$ cat src/rtl/csr_spi_master_if.sv
// csr_spi_master_if
//   Host-side bus of the CSR/PROM SPI master. It carries the request
//   strobe, the write-byte stream, the read-byte stream and the done pulse.
//   The master modport is the host that issues requests. The slave modport
//   is the SPI master block that serves them.
//   Signals:
//     req_valid/req_ready    request handshake
//     req_we, req_target     direction and target (00 CSR, 01 NKMD PROM)
//     req_addr, req_len      address and data byte count
//     wdata/wvalid/wready    write byte stream into the block
//     rdata/rvalid/rready    captured read bytes out of the block
//     done                   one-cycle pulse when ss returns high
interface csr_spi_master_if #(
    parameter int LEN_W = 12
);
    logic             req_valid;
    logic             req_ready;
    logic             req_we;
    logic [1:0]       req_target;
    logic [19:0]      req_addr;
    logic [LEN_W-1:0] req_len;
    logic [7:0]       wdata;
    logic             wvalid;
    logic             wready;
    logic [7:0]       rdata;
    logic             rvalid;
    logic             rready;
    logic             done;

    modport master (
        output req_valid, req_we, req_target, req_addr, req_len,
        output wdata, wvalid, rready,
        input  req_ready, wready, rdata, rvalid, done
    );

    modport slave (
        input  req_valid, req_we, req_target, req_addr, req_len,
        input  wdata, wvalid, rready,
        output req_ready, wready, rdata, rvalid, done
    );
endinterface

$ cat src/rtl/csr_spi_master.sv
// csr_spi_master
//   SPI master for the dmix CSR / NKMD-PROM SPI command protocol (mode 0).
//   It accepts one request at a time and shifts out the header bytes. It then
//   streams write bytes from the host, or zero bytes for reads. Read bytes
//   that miso returns after the status bytes are handed back to the host.
//   Ports:
//     clk, rst    clock and synchronous active-high reset
//     bus         csr_spi_master_if.slave (request / write / read / done)
//     sck, mosi   SPI clock (idle low) and data out, MSB first
//     miso        SPI data in, sampled on sck rise
//     ss          slave select, active low
module csr_spi_master #(
    parameter int CLK_DIV = 4,
    parameter int LEN_W   = 12,
    parameter int SS_GAP  = 4
) (
    input  logic             clk,
    input  logic             rst,
    csr_spi_master_if.slave  bus,
    output logic             sck,
    output logic             mosi,
    input  logic             miso,
    output logic             ss
);
    localparam int BC_W  = LEN_W + 2;
    localparam int CNT_W = 8;
    localparam logic [CNT_W-1:0] DIV_LAST = CNT_W'(CLK_DIV - 1);
    localparam logic [CNT_W-1:0] GAP_LAST = CNT_W'(SS_GAP - 1);

    typedef enum logic [2:0] {IDLE, SETUP, LOAD, SHIFT, HOLD, GAP} state_e;

    state_e            state_q, state_d;
    logic [CNT_W-1:0]  cnt_q, cnt_d;
    logic [2:0]        bit_cnt_q, bit_cnt_d;
    logic [BC_W-1:0]   byte_cnt_q, byte_cnt_d;
    logic [BC_W-1:0]   total_q, total_d;
    logic              we_q, we_d;
    logic [1:0]        target_q, target_d;
    logic [19:0]       addr_q, addr_d;
    logic [7:0]        tx_q, tx_d;
    logic [6:0]        rx_q, rx_d;
    logic              sck_q, sck_d;
    logic              ss_q, ss_d;
    logic [7:0]        rdata_q, rdata_d;
    logic              rvalid_q, rvalid_d;
    logic              done_q, done_d;

    logic              wready_c;
    logic              load_go;
    logic [7:0]        load_byte;
    logic [7:0]        hdr_byte;
    logic [BC_W-1:0]   hdr_len;
    logic [BC_W-1:0]   data_bytes;
    logic              rd_capture;

    // PROM requests carry a third address byte in the header.
    assign hdr_len = (target_q == 2'b01) ? BC_W'(3) : BC_W'(2);

    // Only CSR reads return data. The header byte slot and the one after it
    // return slave status, so capture starts at byte index 3 and runs
    // through the trailing dummy byte.
    assign rd_capture = !we_q && (target_q == 2'b00) &&
                        (byte_cnt_q >= BC_W'(3)) && (byte_cnt_q < total_q);

    always_comb begin
        case (byte_cnt_q[1:0])
            2'd0:    hdr_byte = {we_q, 1'b0, target_q, addr_q[19:16]};
            2'd1:    hdr_byte = addr_q[15:8];
            default: hdr_byte = addr_q[7:0];
        endcase
    end

    always_ff @(posedge clk) begin
        if (rst) begin
            state_q    <= IDLE;
            cnt_q      <= '0;
            bit_cnt_q  <= '0;
            byte_cnt_q <= '0;
            total_q    <= '0;
            we_q       <= 1'b0;
            target_q   <= '0;
            addr_q     <= '0;
            tx_q       <= '0;
            rx_q       <= '0;
            sck_q      <= 1'b0;
            ss_q       <= 1'b1;
            rdata_q    <= '0;
            rvalid_q   <= 1'b0;
            done_q     <= 1'b0;
        end else begin
            state_q    <= state_d;
            cnt_q      <= cnt_d;
            bit_cnt_q  <= bit_cnt_d;
            byte_cnt_q <= byte_cnt_d;
            total_q    <= total_d;
            we_q       <= we_d;
            target_q   <= target_d;
            addr_q     <= addr_d;
            tx_q       <= tx_d;
            rx_q       <= rx_d;
            sck_q      <= sck_d;
            ss_q       <= ss_d;
            rdata_q    <= rdata_d;
            rvalid_q   <= rvalid_d;
            done_q     <= done_d;
        end
    end

    always_comb begin
        state_d    = state_q;
        cnt_d      = cnt_q;
        bit_cnt_d  = bit_cnt_q;
        byte_cnt_d = byte_cnt_q;
        total_d    = total_q;
        we_d       = we_q;
        target_d   = target_q;
        addr_d     = addr_q;
        tx_d       = tx_q;
        rx_d       = rx_q;
        sck_d      = sck_q;
        ss_d       = ss_q;
        rdata_d    = rdata_q;
        rvalid_d   = rvalid_q & ~bus.rready;
        done_d     = 1'b0;
        wready_c   = 1'b0;
        load_go    = 1'b0;
        load_byte  = hdr_byte;
        data_bytes = '0;

        case (state_q)
            IDLE: begin
                if (bus.req_valid) begin
                    we_d       = bus.req_we;
                    target_d   = bus.req_target;
                    addr_d     = bus.req_addr;
                    byte_cnt_d = '0;
                    cnt_d      = '0;
                    ss_d       = 1'b0;
                    state_d    = SETUP;
                    // Writes to CSR/PROM stream len bytes. CSR reads add a
                    // trailing dummy byte. PROM reads and unknown targets
                    // are header only.
                    if (bus.req_we && !bus.req_target[1])
                        data_bytes = BC_W'(bus.req_len);
                    else if (!bus.req_we && bus.req_target == 2'b00)
                        data_bytes = BC_W'(bus.req_len) + BC_W'(1);
                    total_d = ((bus.req_target == 2'b01) ? BC_W'(3) : BC_W'(2))
                              + data_bytes;
                end
            end

            SETUP: begin
                if (cnt_q == DIV_LAST) begin
                    cnt_d   = '0;
                    state_d = LOAD;
                end else begin
                    cnt_d = cnt_q + 1'b1;
                end
            end

            // A pending unaccepted read byte blocks every load. This keeps
            // sck low until the host drains it, so rdata is never overwritten.
            LOAD: begin
                if (!(rvalid_q && !bus.rready)) begin
                    if (byte_cnt_q < hdr_len) begin
                        load_go   = 1'b1;
                        load_byte = hdr_byte;
                    end else if (we_q) begin
                        wready_c  = 1'b1;
                        load_go   = bus.wvalid;
                        load_byte = bus.wdata;
                    end else begin
                        load_go   = 1'b1;
                        load_byte = 8'h00;
                    end
                end
                if (load_go) begin
                    tx_d      = load_byte;
                    bit_cnt_d = '0;
                    cnt_d     = '0;
                    state_d   = SHIFT;
                end
            end

            // Each half period lasts CLK_DIV cycles and starts low, so bit 7
            // sits on mosi a full half period before the first rise.
            SHIFT: begin
                if (cnt_q == DIV_LAST) begin
                    cnt_d = '0;
                    if (!sck_q) begin
                        sck_d = 1'b1;
                        rx_d  = {rx_q[5:0], miso};
                        if (bit_cnt_q == 3'd7 && rd_capture) begin
                            rdata_d  = {rx_q, miso};
                            rvalid_d = 1'b1;
                        end
                    end else begin
                        sck_d = 1'b0;
                        tx_d  = {tx_q[6:0], 1'b0};
                        if (bit_cnt_q == 3'd7) begin
                            byte_cnt_d = byte_cnt_q + 1'b1;
                            state_d    = (byte_cnt_q + BC_W'(1) == total_q) ? HOLD : LOAD;
                        end else begin
                            bit_cnt_d = bit_cnt_q + 1'b1;
                        end
                    end
                end else begin
                    cnt_d = cnt_q + 1'b1;
                end
            end

            HOLD: begin
                if (cnt_q == DIV_LAST) begin
                    cnt_d   = '0;
                    ss_d    = 1'b1;
                    done_d  = 1'b1;
                    tx_d    = '0;
                    state_d = GAP;
                end else begin
                    cnt_d = cnt_q + 1'b1;
                end
            end

            GAP: begin
                if (cnt_q == GAP_LAST) begin
                    cnt_d   = '0;
                    state_d = IDLE;
                end else begin
                    cnt_d = cnt_q + 1'b1;
                end
            end

            default: state_d = IDLE;
        endcase
    end

    assign sck           = sck_q;
    assign mosi          = tx_q[7];
    assign ss            = ss_q;
    assign bus.req_ready = (state_q == IDLE);
    assign bus.wready    = wready_c;
    assign bus.rdata     = rdata_q;
    assign bus.rvalid    = rvalid_q;
    assign bus.done      = done_q;
endmodule

$ cat src/flat_wrapper.sv
// flat-port wrapper written by rule: the top's interface ports become plain ports
module csr_spi_master_flat 
#(
    parameter int CLK_DIV = 4,
    parameter int LEN_W   = 12,
    parameter int SS_GAP  = 4
)
  (clk, rst, sck, mosi, miso, ss, bus_req_valid, bus_req_we, bus_req_target, bus_req_addr, bus_req_len, bus_wdata, bus_wvalid, bus_rready, bus_req_ready, bus_wready, bus_rdata, bus_rvalid, bus_done);
  csr_spi_master_if #(.LEN_W(LEN_W)) bus_i ();
  input  logic clk;
  input  logic rst;
  output logic sck;
  output logic mosi;
  input  logic miso;
  output logic ss;
  input wire logic [$bits(bus_i.req_valid)-1:0] bus_req_valid;
  input wire logic [$bits(bus_i.req_we)-1:0] bus_req_we;
  input wire logic [$bits(bus_i.req_target)-1:0] bus_req_target;
  input wire logic [$bits(bus_i.req_addr)-1:0] bus_req_addr;
  input wire logic [$bits(bus_i.req_len)-1:0] bus_req_len;
  input wire logic [$bits(bus_i.wdata)-1:0] bus_wdata;
  input wire logic [$bits(bus_i.wvalid)-1:0] bus_wvalid;
  input wire logic [$bits(bus_i.rready)-1:0] bus_rready;
  output wire logic [$bits(bus_i.req_ready)-1:0] bus_req_ready;
  output wire logic [$bits(bus_i.wready)-1:0] bus_wready;
  output wire logic [$bits(bus_i.rdata)-1:0] bus_rdata;
  output wire logic [$bits(bus_i.rvalid)-1:0] bus_rvalid;
  output wire logic [$bits(bus_i.done)-1:0] bus_done;
  assign bus_i.req_valid = bus_req_valid;
  assign bus_i.req_we = bus_req_we;
  assign bus_i.req_target = bus_req_target;
  assign bus_i.req_addr = bus_req_addr;
  assign bus_i.req_len = bus_req_len;
  assign bus_i.wdata = bus_wdata;
  assign bus_i.wvalid = bus_wvalid;
  assign bus_i.rready = bus_rready;
  assign bus_req_ready = bus_i.req_ready;
  assign bus_wready = bus_i.wready;
  assign bus_rdata = bus_i.rdata;
  assign bus_rvalid = bus_i.rvalid;
  assign bus_done = bus_i.done;
  csr_spi_master #(.CLK_DIV(CLK_DIV), .LEN_W(LEN_W), .SS_GAP(SS_GAP)) u_core (.clk(clk), .rst(rst), .bus(bus_i), .sck(sck), .mosi(mosi), .miso(miso), .ss(ss));
endmodule
$ cat config.mk
export PLATFORM = sky130hd
export DESIGN_NAME = csr_spi_master_flat
export DESIGN_NICKNAME = d
export VERILOG_FILES = /design/src/rtl/csr_spi_master_if.sv /design/src/rtl/csr_spi_master.sv /design/src/flat_wrapper.sv
export SDC_FILE = /design/constraint.sdc
export NUM_CORES = 1
export LEC_CHECK = 0
export CAP_MARGIN = 15
export CORE_MARGIN = 5
export CORE_UTILIZATION = 52
export DETAILED_ROUTE_END_ITERATION = 8
export GPL_TIMING_DRIVEN = 0
export PLACE_DENSITY = 0.87
export SYNTH_ARGS = -nofsm -noshare
export SYNTH_HDL_FRONTEND = slang
export SYNTH_SLANG_ARGS = --single-unit
$ cat constraint.sdc
create_clock -name clk -period 2.6 [get_ports clk]
set_input_delay 0.65 -clock clk [delete_from_list [all_inputs] [get_ports clk]]
set_output_delay 0.65 -clock clk [all_outputs]
set_load 0.01 [all_outputs]
==> results of run 1 <==
## power by group through the flow
stage               clock (mW)  sequential [mW]  combinational [mW]
finish                   0.913             1.48               0.508
floorplan                    0             1.51               0.281
global route             0.958             1.49               0.553
global placement             0             1.51               0.447
CTS                      0.902             1.48               0.472
detailed placement           0             1.52               0.455
## metrics by stage
step / area, sq um / setup WS [ns]
final: 7030 / 0.0676
after global routing: 7030 / -0.0197
after CTS: 6860 / -0.115
after detailed placement: 6490 / -0.845
after global placement: 6490 / -0.814
after floorplan: 5710 / 0.00422
## cell families (layout without fill, tap and decap cells)
logic type	count (synthesis)	in the layout	share of synthesized area [%]
AO/OA/AOI/OAI	199	199	22.7
adder cells (fa/ha/maj)	23	23	5.06
flip-flops	92	92	32.4
XOR/XNOR	35	35	5.39
AND/OR/NAND/NOR	300	300	26.8
buffers and inverters	65	155	4.51
multiplexers	18	18	3.17
## worst min-delay path: cells and delay by family (launching register included)
family / cells / cell delay [ns]
flip-flops: 1 / 0.32
AND/OR/NAND/NOR: 1 / 0.05
AO/OA/AOI/OAI: 1 / 0.05
## state kept, by name, summed over array words and instances, names as in the netlist, 2 cells and up
name and cells:
u_core.addr_q 20, u_core.bit_cnt_q 3, u_core.bus.rdata 8, u_core.byte_cnt_q 14
u_core.cnt_q 8, u_core.rx_q 7, u_core.state_q 3, u_core.target_q 2
u_core.total_q 14, u_core.tx_q 8
## final cells by class
cell class / instances / area share [%]
Sequential cell: 92 / 26.2
Tap cell: 140 / 2.49
Clock buffer: 10 / 1.81
Timing Repair Buffer: 77 / 10.2
Multi-Input combinational cell: 575 / 55.0
Inverter: 22 / 1.17
Clock inverter: 6 / 0.658
Buffer: 40 / 2.53
## metal layers
metal | up-vias | GRT usage [%] | share of wire [%] | wire length, um
li1 | 2827 | - | - | -
met1 | 2731 | 31.8 | 41 | 6760
met2 | 245 | 39.8 | 49 | 8040
met3 | 29 | 2.85 | 7.1 | 1160
met4 | 0 | 9.58 | 2.0 | 325
met5 | - | 0 | 0 | 0
## synth_stat cells (3+ instances only)
library cell / instances / area share [%]
a211o_1: 5 / 0.77
a211oi_1: 19 / 2.5
a21o_1: 4 / 0.53
a21oi_1: 78 / 6.9
a22o_1: 7 / 1.1
a22oi_1: 7 / 0.92
a31o_2: 4 / 0.62
a31oi_1: 11 / 1.2
and2_1: 6 / 0.66
and3_1: 12 / 1.3
buf_2: 7 / 0.62
clkbuf_1: 34 / 2.2
dfxtp_1: 92 / 32
ha_1: 23 / 5.1
inv_1: 21 / 1.4
mux2i_1: 18 / 3.2
nand2_1: 90 / 5.9
nand2b_1: 5 / 0.55
nand3_1: 28 / 2.5
nand3b_1: 8 / 1.1
nand4_1: 9 / 0.99
nand4b_1: 5 / 0.77
nor2_1: 68 / 4.5
nor2b_1: 10 / 1.1
nor3_1: 15 / 1.3
nor3b_1: 3 / 0.40
nor4_1: 10 / 1.1
o2111ai_1: 3 / 0.46
o211ai_1: 3 / 0.40
o21a_1: 5 / 0.66
o21ai_0: 20 / 1.8
o21ai_1: 9 / 0.79
o31a_1: 4 / 0.62
or3_1: 13 / 1.4
or4_1: 3 / 0.40
xnor2_1: 17 / 2.6
xor2_1: 18 / 2.8
## worst max-delay path by stage
stage | from | endpoint | depth (start not counted)
floorplan | bus_req_len[0] | u_core.total_q[10] | 9
finish | u_core.byte_cnt_q[0] | u_core.state_q[1] | 7
global route | u_core.total_q[11] | u_core.bus.rdata[7] | 7
global placement | bus_req_len[0] | u_core.total_q[11] | 8
detailed placement | bus_req_len[0] | u_core.total_q[11] | 8
CTS | u_core.byte_cnt_q[4] | bus_wready | 5
## what timing repair did
item,in CTS,in global routing
gates cloned,0,1
pin swaps,10,12
setup endpoints to repair,42,40
buffers inserted,5,10
resized for setup,51,30
==> results.md, run 1 <==
- Most frequent cells in the layout: 91 x dfxtp_1, 88 x nand2_1, 74 x a21oi_1
- Hold path cells: 2
- Chip Height: 115 um
- Peak per-stage delay on the critical path: 0.53 ns
- Most common cell after layout, fill and taps aside: dfxtp_1
- Clk root buf: clkbuf_8
- Tot GR Track Use: 24.0%
- Hold-fix buffers, CTS: 0
- Crit path launch type: register
- Slew Limit Headroom: 51.7%
- Post-synth ARST share: 0%
- Max clock buf depth: 2
- Non-filler cells, final: 962
- Gate power share: 17.5%
- # rows: 38
- Detail Placement HPWL: 11,600 um
- Setup Skew: 0.0203 ns
- DR vias/cell: 6.06
- Fill cell total of the finished layout: 889
- IO Pins: 64
- CP required: 2.84 ns
- Initial core utilization: 52.7%
- Mapped Area: 5680 sq um
- Seq cells post-synth: 92
- P_leak: 2.59 nW
- EDFF count, synth: 0
- Register area: 1840 sq um
- Nets: 889
- Status: finished clean
- # DRC: 0
- Placed Cells: 933
- DR vias: 5,832
- Setup crit end kind: register
- Crit path kind: reg -> reg
- FMAX: 395 MHz
- Sink Count: 92
- YS warnings: 0
- CTS H-Tree Depth: 3
- Largest net degree at the start of global routing: 17
- Ys flop type: dfxtp_1
- First-pass GRT wire length: 25,800 um
- Final Core Density: 65.2%
- Fin crit period: 2.53 ns
- Endpoints failing setup: 0
- Ant diodes: 0
- Pwr Total: 2.91 mW
- Total Neg Setup Slack: 0 ns
- Peak supply drop: 0.000306 V
- Gpl congestion: 0.959
- Worst Path Arrival: 2.78 ns
- Critical R2R Capture: u_core.state_q[1]
- Crit path buf inv count: 1
- Syn Nets: 804
- I/O Buffers: 61
- R2R Path Start: u_core.byte_cnt_q[0]
- Psw: 881 uW
- Pwr Density: 413 nW/um^2
- Final hold violation count: 0
- Hold WC Path Type: reg -> reg
- Max stage delay cell, worst path: or4_1
- Layout cells sized above 1: 11.6%
- Routed wire length: 16,300 um
- Hold EP: u_core.addr_q[19]
- Power share of the clock group: 31.4%
- Core area: 10,800 sq um
- Syn Inst Count: 732
- Worst Hold Slack: 0.461 ns
- CTS tree: built
- Syn_area_per_cell: 7.77 sq um
- DRT Pass-1 Iters: 5
- CP max FO: 6
- Least-Margin Pin Slew: 0.722 ns
- Global route overflow: 0
- Pins Over Slew Limit: 0
- Hold Crit Start: u_core.addr_q[19]
- Cts bufs inserted: 9
- Seq/Total Area, Yosys: 32.4%
- Layout area overhead: 23.7%
- Netlist cell types: 67
- Initial antenna violation count: 0
- Clock Pin Slew Worst Setup and Hold Paths: 0.11 ns
- Initial drt markers: 457
- Max-cap violations: 0
- Reg2Reg Setup Slack: 0.07 ns
- Internal: 2.02 mW
- Average wire per standard cell: 16.9 um
- Antenna Nets Post-Route: 0
- Multi-input logic area: 3860 sq um
- CP top delay family: simple AND/OR/NAND/NOR gates
- Worst-Skew Late Latency: 0.38 ns
- Die W: 115 um
- R2R depth: 7
- Reg power frac: 51.1%
- Switching share of power: 30.3%
- Fin crit share: 97.4%
- CP cell instances: inv_1 -> ha_1 -> xor2_1 -> or3_1 -> or4_1 -> a211oi_2 -> a31oi_1
- Vias in the first global route: 5,384
- DIE AREA: 13,100 sq um
(Power assumes the default switching activity.)
==> run 2: changes to the inputs <==
CORE_UTILIZATION = 55   (was 52)
clock period = 2.8 ns   (was 2.6 ns; I/O delays follow)
==> results.md, run 2 (same netlist as run 1, synthesis figures left out) <==
- R2R depth: 7
- Initial antenna violation count: 0
- Ant diodes: 0
- Max clock buf depth: 2
- DP Worst Slack: -0.798 ns
- Gpl congestion: 0.959
- First-pass GRT wire length: 26,900 um
- Largest net degree at the start of global routing: 17
- Least-Margin Pin Slew: 0.707 ns
- Cts bufs inserted: 9
- WL met1: 6920 um
- Final instance area: 6870 sq um
- Most common cell after layout, fill and taps aside: dfxtp_1
- CP cell instances: buf_2 -> nand3_1 -> nor4_1 -> nor3_1 -> or4_1 -> a211oi_2 -> a31oi_1
- CTS tree: built
- Endpoints failing setup: 0
- Critical R2R Capture: u_core.state_q[1]
- Peak supply drop: 0.000268 V
- Average wire per standard cell: 16.9 um
- Crit path buf inv count: 1
- Worst-Skew Late Latency: 0.38 ns
- Vias in the first global route: 5,608
- Nets: 884
- # rows: 37
- Setup crit end kind: register
- R2R Path Start: u_core.byte_cnt_q[2]
- Hold path cells: 2
- # DRC: 0
- CTS H-Tree Depth: 3
- Layout cells sized above 1: 8.57%
- CP required: 3.05 ns
- IO Pins: 64
- DIE AREA: 12,500 sq um
- Die W: 112 um
- Status: finished clean
- P_leak: 2.54 nW
- Crit path kind: reg -> reg
- Hold EP: u_core.addr_q[5]
- Initial core utilization: 55.8%
- Worst Path Arrival: 2.96 ns
- DR vias/cell: 6.18
- Most frequent cells in the layout: 92 x dfxtp_1, 89 x nand2_1, 76 x a21oi_1
- Initial drt markers: 567
- Reg2Reg Setup Slack: 0.09 ns
- Largest regs: u_core.addr_q: 20 flops, u_core.byte_cnt_q: 14 flops, u_core.total_q: 14 flops
- Final hold violation count: 0
- FMAX: 369 MHz
- Hold Crit Start: u_core.addr_q[5]
- Max stage delay cell, worst path: nor4_1
- Max-cap violations: 0
- Peak per-stage delay on the critical path: 0.71 ns
- Routed wire length: 16,100 um
- I/O Buffers: 61
- WL met3: 981 um
- CP max FO: 10
- Chip Height: 112 um
- Fill cell total of the finished layout: 859
- Max reg flops: 20
- Clock Pin Slew Worst Setup and Hold Paths: 0.10 ns
- Sink Count: 92
- Fin crit period: 2.71 ns
- CP top delay family: simple AND/OR/NAND/NOR gates
- Met2 wire length: 7750 um
- Setup WS post-layout: 0.0876 ns
- DR vias: 5,889
- Hold WC Path Type: reg -> reg
- Pwr Density: 394 nW/um^2
- Max Used Layer: met4
- DRT Pass-1 Iters: 5
- Tot GR Track Use: 25.8%
- Global route overflow: 0
- Fin crit share: 96.9%
- Placed Cells: 930
- Antenna Nets Post-Route: 0
- Total Neg Setup Slack: 0 ns
- Non-filler cells, final: 953
- Detail Placement HPWL: 11,900 um
- Layout area overhead: 20.9%
- Pins Over Slew Limit: 0
- Crit path launch type: register
- Setup Skew: 0.0176 ns
- Register area: 1840 sq um
- Placed cell area: 6470 sq um
- Multi-input logic area: 3730 sq um
- Core area: 10,200 sq um
- Final Core Density: 67.5%
- Most flop-heavy register: u_core.addr_q
- Clk root buf: clkbuf_8
- Slew Limit Headroom: 52.5%
run 2: cell types whose count changed in the layout (fill, tap and decap cells not counted), sizes merged:
| cell | before | now |
|---|---|---|
| clkdlybuf4s50 | 50 | 52 |
| clkbuf | 42 | 45 |
| clkinv | 3 | 1 |
| clkinvlp | 1 | 2 |
| buf | 28 | 20 |
| dlygate4sd2 | 3 | 2 |
run 2: how the worst max path moves through the flow:
stage / from / end / slack (ns) / cells after the start
final: u_core.byte_cnt_q[2] / u_core.state_q[1] / 0.09 / 7
after global routing: u_core.byte_cnt_q[2] / u_core.state_q[1] / -0.02 / 7
after CTS: bus_req_we / u_core.total_q[10] / 0.004 / 10
after detailed placement: bus_req_len[0] / u_core.total_q[10] / -0.80 / 10
after global placement: bus_req_len[0] / u_core.total_q[10] / -0.77 / 10
after floorplan: bus_req_len[0] / u_core.total_q[10] / 0.03 / 9
run 2: power breakdown:
part           leakage, nW  switching, mW  internal, mW  total (mW)
combinational         1.70          0.256         0.188       0.444
sequential           0.747         0.0322          1.35        1.38
clock               0.0926          0.508         0.380       0.888
run 2: final cells by class:
class,count,share of cell area (%)
repair buffers,71,9.81
inverters,22,1.20
flip-flops and latches,92,26.8
multi-input cells,575,54.2
plain buffers,41,2.69
clock inverters,5,0.601
well taps,136,2.48
clock buffers,11,2.20
run 2: per-layer routing:
metal,track usage (%),vias up
li1,-,2810
met1,33.1,2786
met2,43.3,253
met3,3.91,40
met4,10.7,0
met5,0,-
run 2: per-stage QoR:
step                hold WS, ns  power [mW]
global route              0.486        2.82
global placement          0.444        1.82
detailed placement        0.450        1.83
floorplan                 0.432        1.66
finish                    0.465        2.71
CTS                       0.463        2.69
run 2: worst min-delay path, stage by stage (launching register included):
cell,delay [ns]
dfxtp_1,0.32
nand2_1,0.05
a21oi_1,0.05
run 2: timing repair:
action / CTS / global route
setup buffers: 3 / 6
hold buffers: 0 / 0
setup endpoints to repair: 20 / 25
gates resized for setup: 27 / 24
pin swaps: 7 / 11
==> run 3: changes to the inputs <==
GPL_TIMING_DRIVEN = unset   (was 0)
==> results.md, run 3 (same netlist as run 1, synthesis figures left out) <==
- Chip Height: 112 um
- Hold WC Path Type: reg -> reg
- Clock Pin Slew Worst Setup and Hold Paths: 0.09 ns
- Power share of the clock group: 33.6%
- DR vias/cell: 6.16
- DRT Pass-1 Iters: 5
- CP required: 2.10 ns
- Die W: 112 um
- Core area: 10,200 sq um
- Fin crit period: 2.69 ns
- DR vias: 6,057
- CP max FO: 15
- Crit path capture: bus_req_ready
- R2R Path Start: u_core.cnt_q[0]
- Initial core utilization: 55.8%
- FMAX: 372 MHz
- Setup crit end kind: primary output
- Worst Path Arrival: 1.99 ns
- Layout cells sized above 1: 14.3%
- Placed Cells: 965
- Crit path kind: reg -> out
- CP cell instances: nor3_1 -> clkdlybuf4s50_1
- # DRC: 0
- Crit path buf inv count: 1
- Sink Count: 92
- Psw: 783 uW
- CP top delay family: buffers and inverters
- Fin crit share: 96.1%
- Pins Over Slew Limit: 0
- Gate power share: 17.2%
- Hold Crit Start: u_core.addr_q[10]
- Antenna Nets Post-Route: 0
- Final hold violation count: 0
- Critical R2R Capture: u_core.byte_cnt_q[5]
- Reg power frac: 49.2%
- Setup Skew: 0.0178 ns
- Hold-fix buffers, CTS: 0
- Routed wire length: 16,600 um
- WP depth: 2
- Peak per-stage delay on the critical path: 0.65 ns
- Most flop-heavy register: u_core.addr_q
- First-pass GRT wire length: 27,600 um
- Max clock buf depth: 2
- Max reg flops: 20
- Gpl congestion: 0.918
- CTS H-Tree Depth: 3
- Pwr Density: 390 nW/um^2
- Non-filler cells, final: 983
- IO Pins: 64
- Endpoints failing setup: 0
- Detail Placement HPWL: 12,300 um
- Least-Margin Pin Slew: 0.663 ns
- Status: finished clean
- Most common cell after layout, fill and taps aside: dfxtp_1
- Global route overflow: 0
- Cts bufs inserted: 9
- Max stage delay cell, worst path: clkdlybuf4s50_1
- Initial antenna violation count: 0
- CTS tree: built
- Most frequent cells in the layout: 92 x dfxtp_1, 90 x nand2_1, 79 x buf_4
- Initial drt markers: 480
- Slew Limit Headroom: 55.8%
- DIE AREA: 12,500 sq um
- Vias in the first global route: 5,947
- Clk root buf: clkbuf_8
- I/O Buffers: 63
- Pwr Total: 2.81 mW
- # rows: 37
- Unrepaired setup endpoints after global routing: false
- Final Core Density: 70.6%
- Ant diodes: 0
- Internal: 2.02 mW
- Layout area overhead: 26.5%
- Max-cap violations: 0
- Crit path launch type: register
- P_leak: 2.80 nW
- R2R depth: 7
- Switching share of power: 27.9%
- CP startpoint: u_core.state_q[2]
- Average wire per standard cell: 16.9 um
- Tot GR Track Use: 26.3%
- Largest net degree at the start of global routing: 47
- Largest regs: u_core.addr_q: 20 flops, u_core.byte_cnt_q: 14 flops, u_core.total_q: 14 flops
- Peak supply drop: 0.000242 V
- Worst-Skew Late Latency: 0.37 ns
- Nets: 914
- Reg2Reg Setup Slack: 0.17 ns
-- run 3: cell types whose count changed in the layout (fill, tap and decap cells not counted), sizes merged --
cell,previous run,this run
clkinv,1,3
bufinv,0,1
dlymetal6s2s,4,5
clkbuf,45,10
dlygate4sd2,2,1
clkdlybuf4s50,52,56
buf,20,80
clkinvlp,2,0
-- run 3: power groups by stage --
| stage | Combinational (mW) | Clock, mW | Sequential (mW) |
|---|---|---|---|
| after floorplan | 0.258 | 0 | 1.40 |
| after global placement | 0.449 | 0 | 1.41 |
| after detailed placement | 0.467 | 0 | 1.41 |
| after CTS | 0.476 | 0.947 | 1.38 |
| after global routing | 0.529 | 0.999 | 1.38 |
| final | 0.482 | 0.944 | 1.38 |
-- run 3: area by class of cell --
class,count,area [sq um]
Sequential cell,92,1840
Clock buffer,10,138
Timing Repair Buffer,142,1230
Clock inverter,6,70.1
Inverter,22,82.6
Fill cell,778,2990
Multi-Input combinational cell,575,3660
Tap cell,136,170
-- run 3: what timing repair did --
item	in CTS	in global routing
setup endpoints to repair	6	12
endpoints found under the hold margin	0	0
pin swaps	2	3
resized for setup	9	10
buffers inserted	2	0
-- run 3: per-stage QoR --
step | cell area (sq um) | setup TNS [ns] | hold WS, ns | worst slack [ns]
floorplan | 5690 | 0 | 0.432 | 0.0288
global placement | 6890 | -3.13 | 0.443 | -0.490
detailed placement | 6890 | -3.62 | 0.450 | -0.514
CTS | 7160 | 0 | 0.461 | 0.00111
global route | 7190 | 0 | 0.495 | 0.0149
finish | 7190 | 0 | 0.458 | 0.108
-- run 3: routing by layer --
metal | up-vias | routed length [um] | GRT usage (%)
met3 | 37 | 1060 | 4.46
met5 | - | 0 | 0
met2 | 258 | 8570 | 47.8
li1 | 2876 | - | -
met4 | 0 | 334 | 8.68
met1 | 2886 | 6670 | 31.2
-- run 3: worst min-delay path by stage --
stage,to,cells past startpoint,slack (ns)
after floorplan,u_core.addr_q[6],2,0.43
after global placement,u_core.addr_q[4],2,0.44
after detailed placement,u_core.addr_q[10],2,0.45
after CTS,u_core.addr_q[10],2,0.46
after global routing,u_core.addr_q[6],2,0.49
final,u_core.addr_q[10],2,0.46
-- run 3: tightest hold or removal path: cells and delay by family (launching register included) --
kind               cells  cell delay [ns]
DFF                    1             0.31
AOI/OAI and AO/OA      1             0.05
and+or+nand+nor        1             0.05
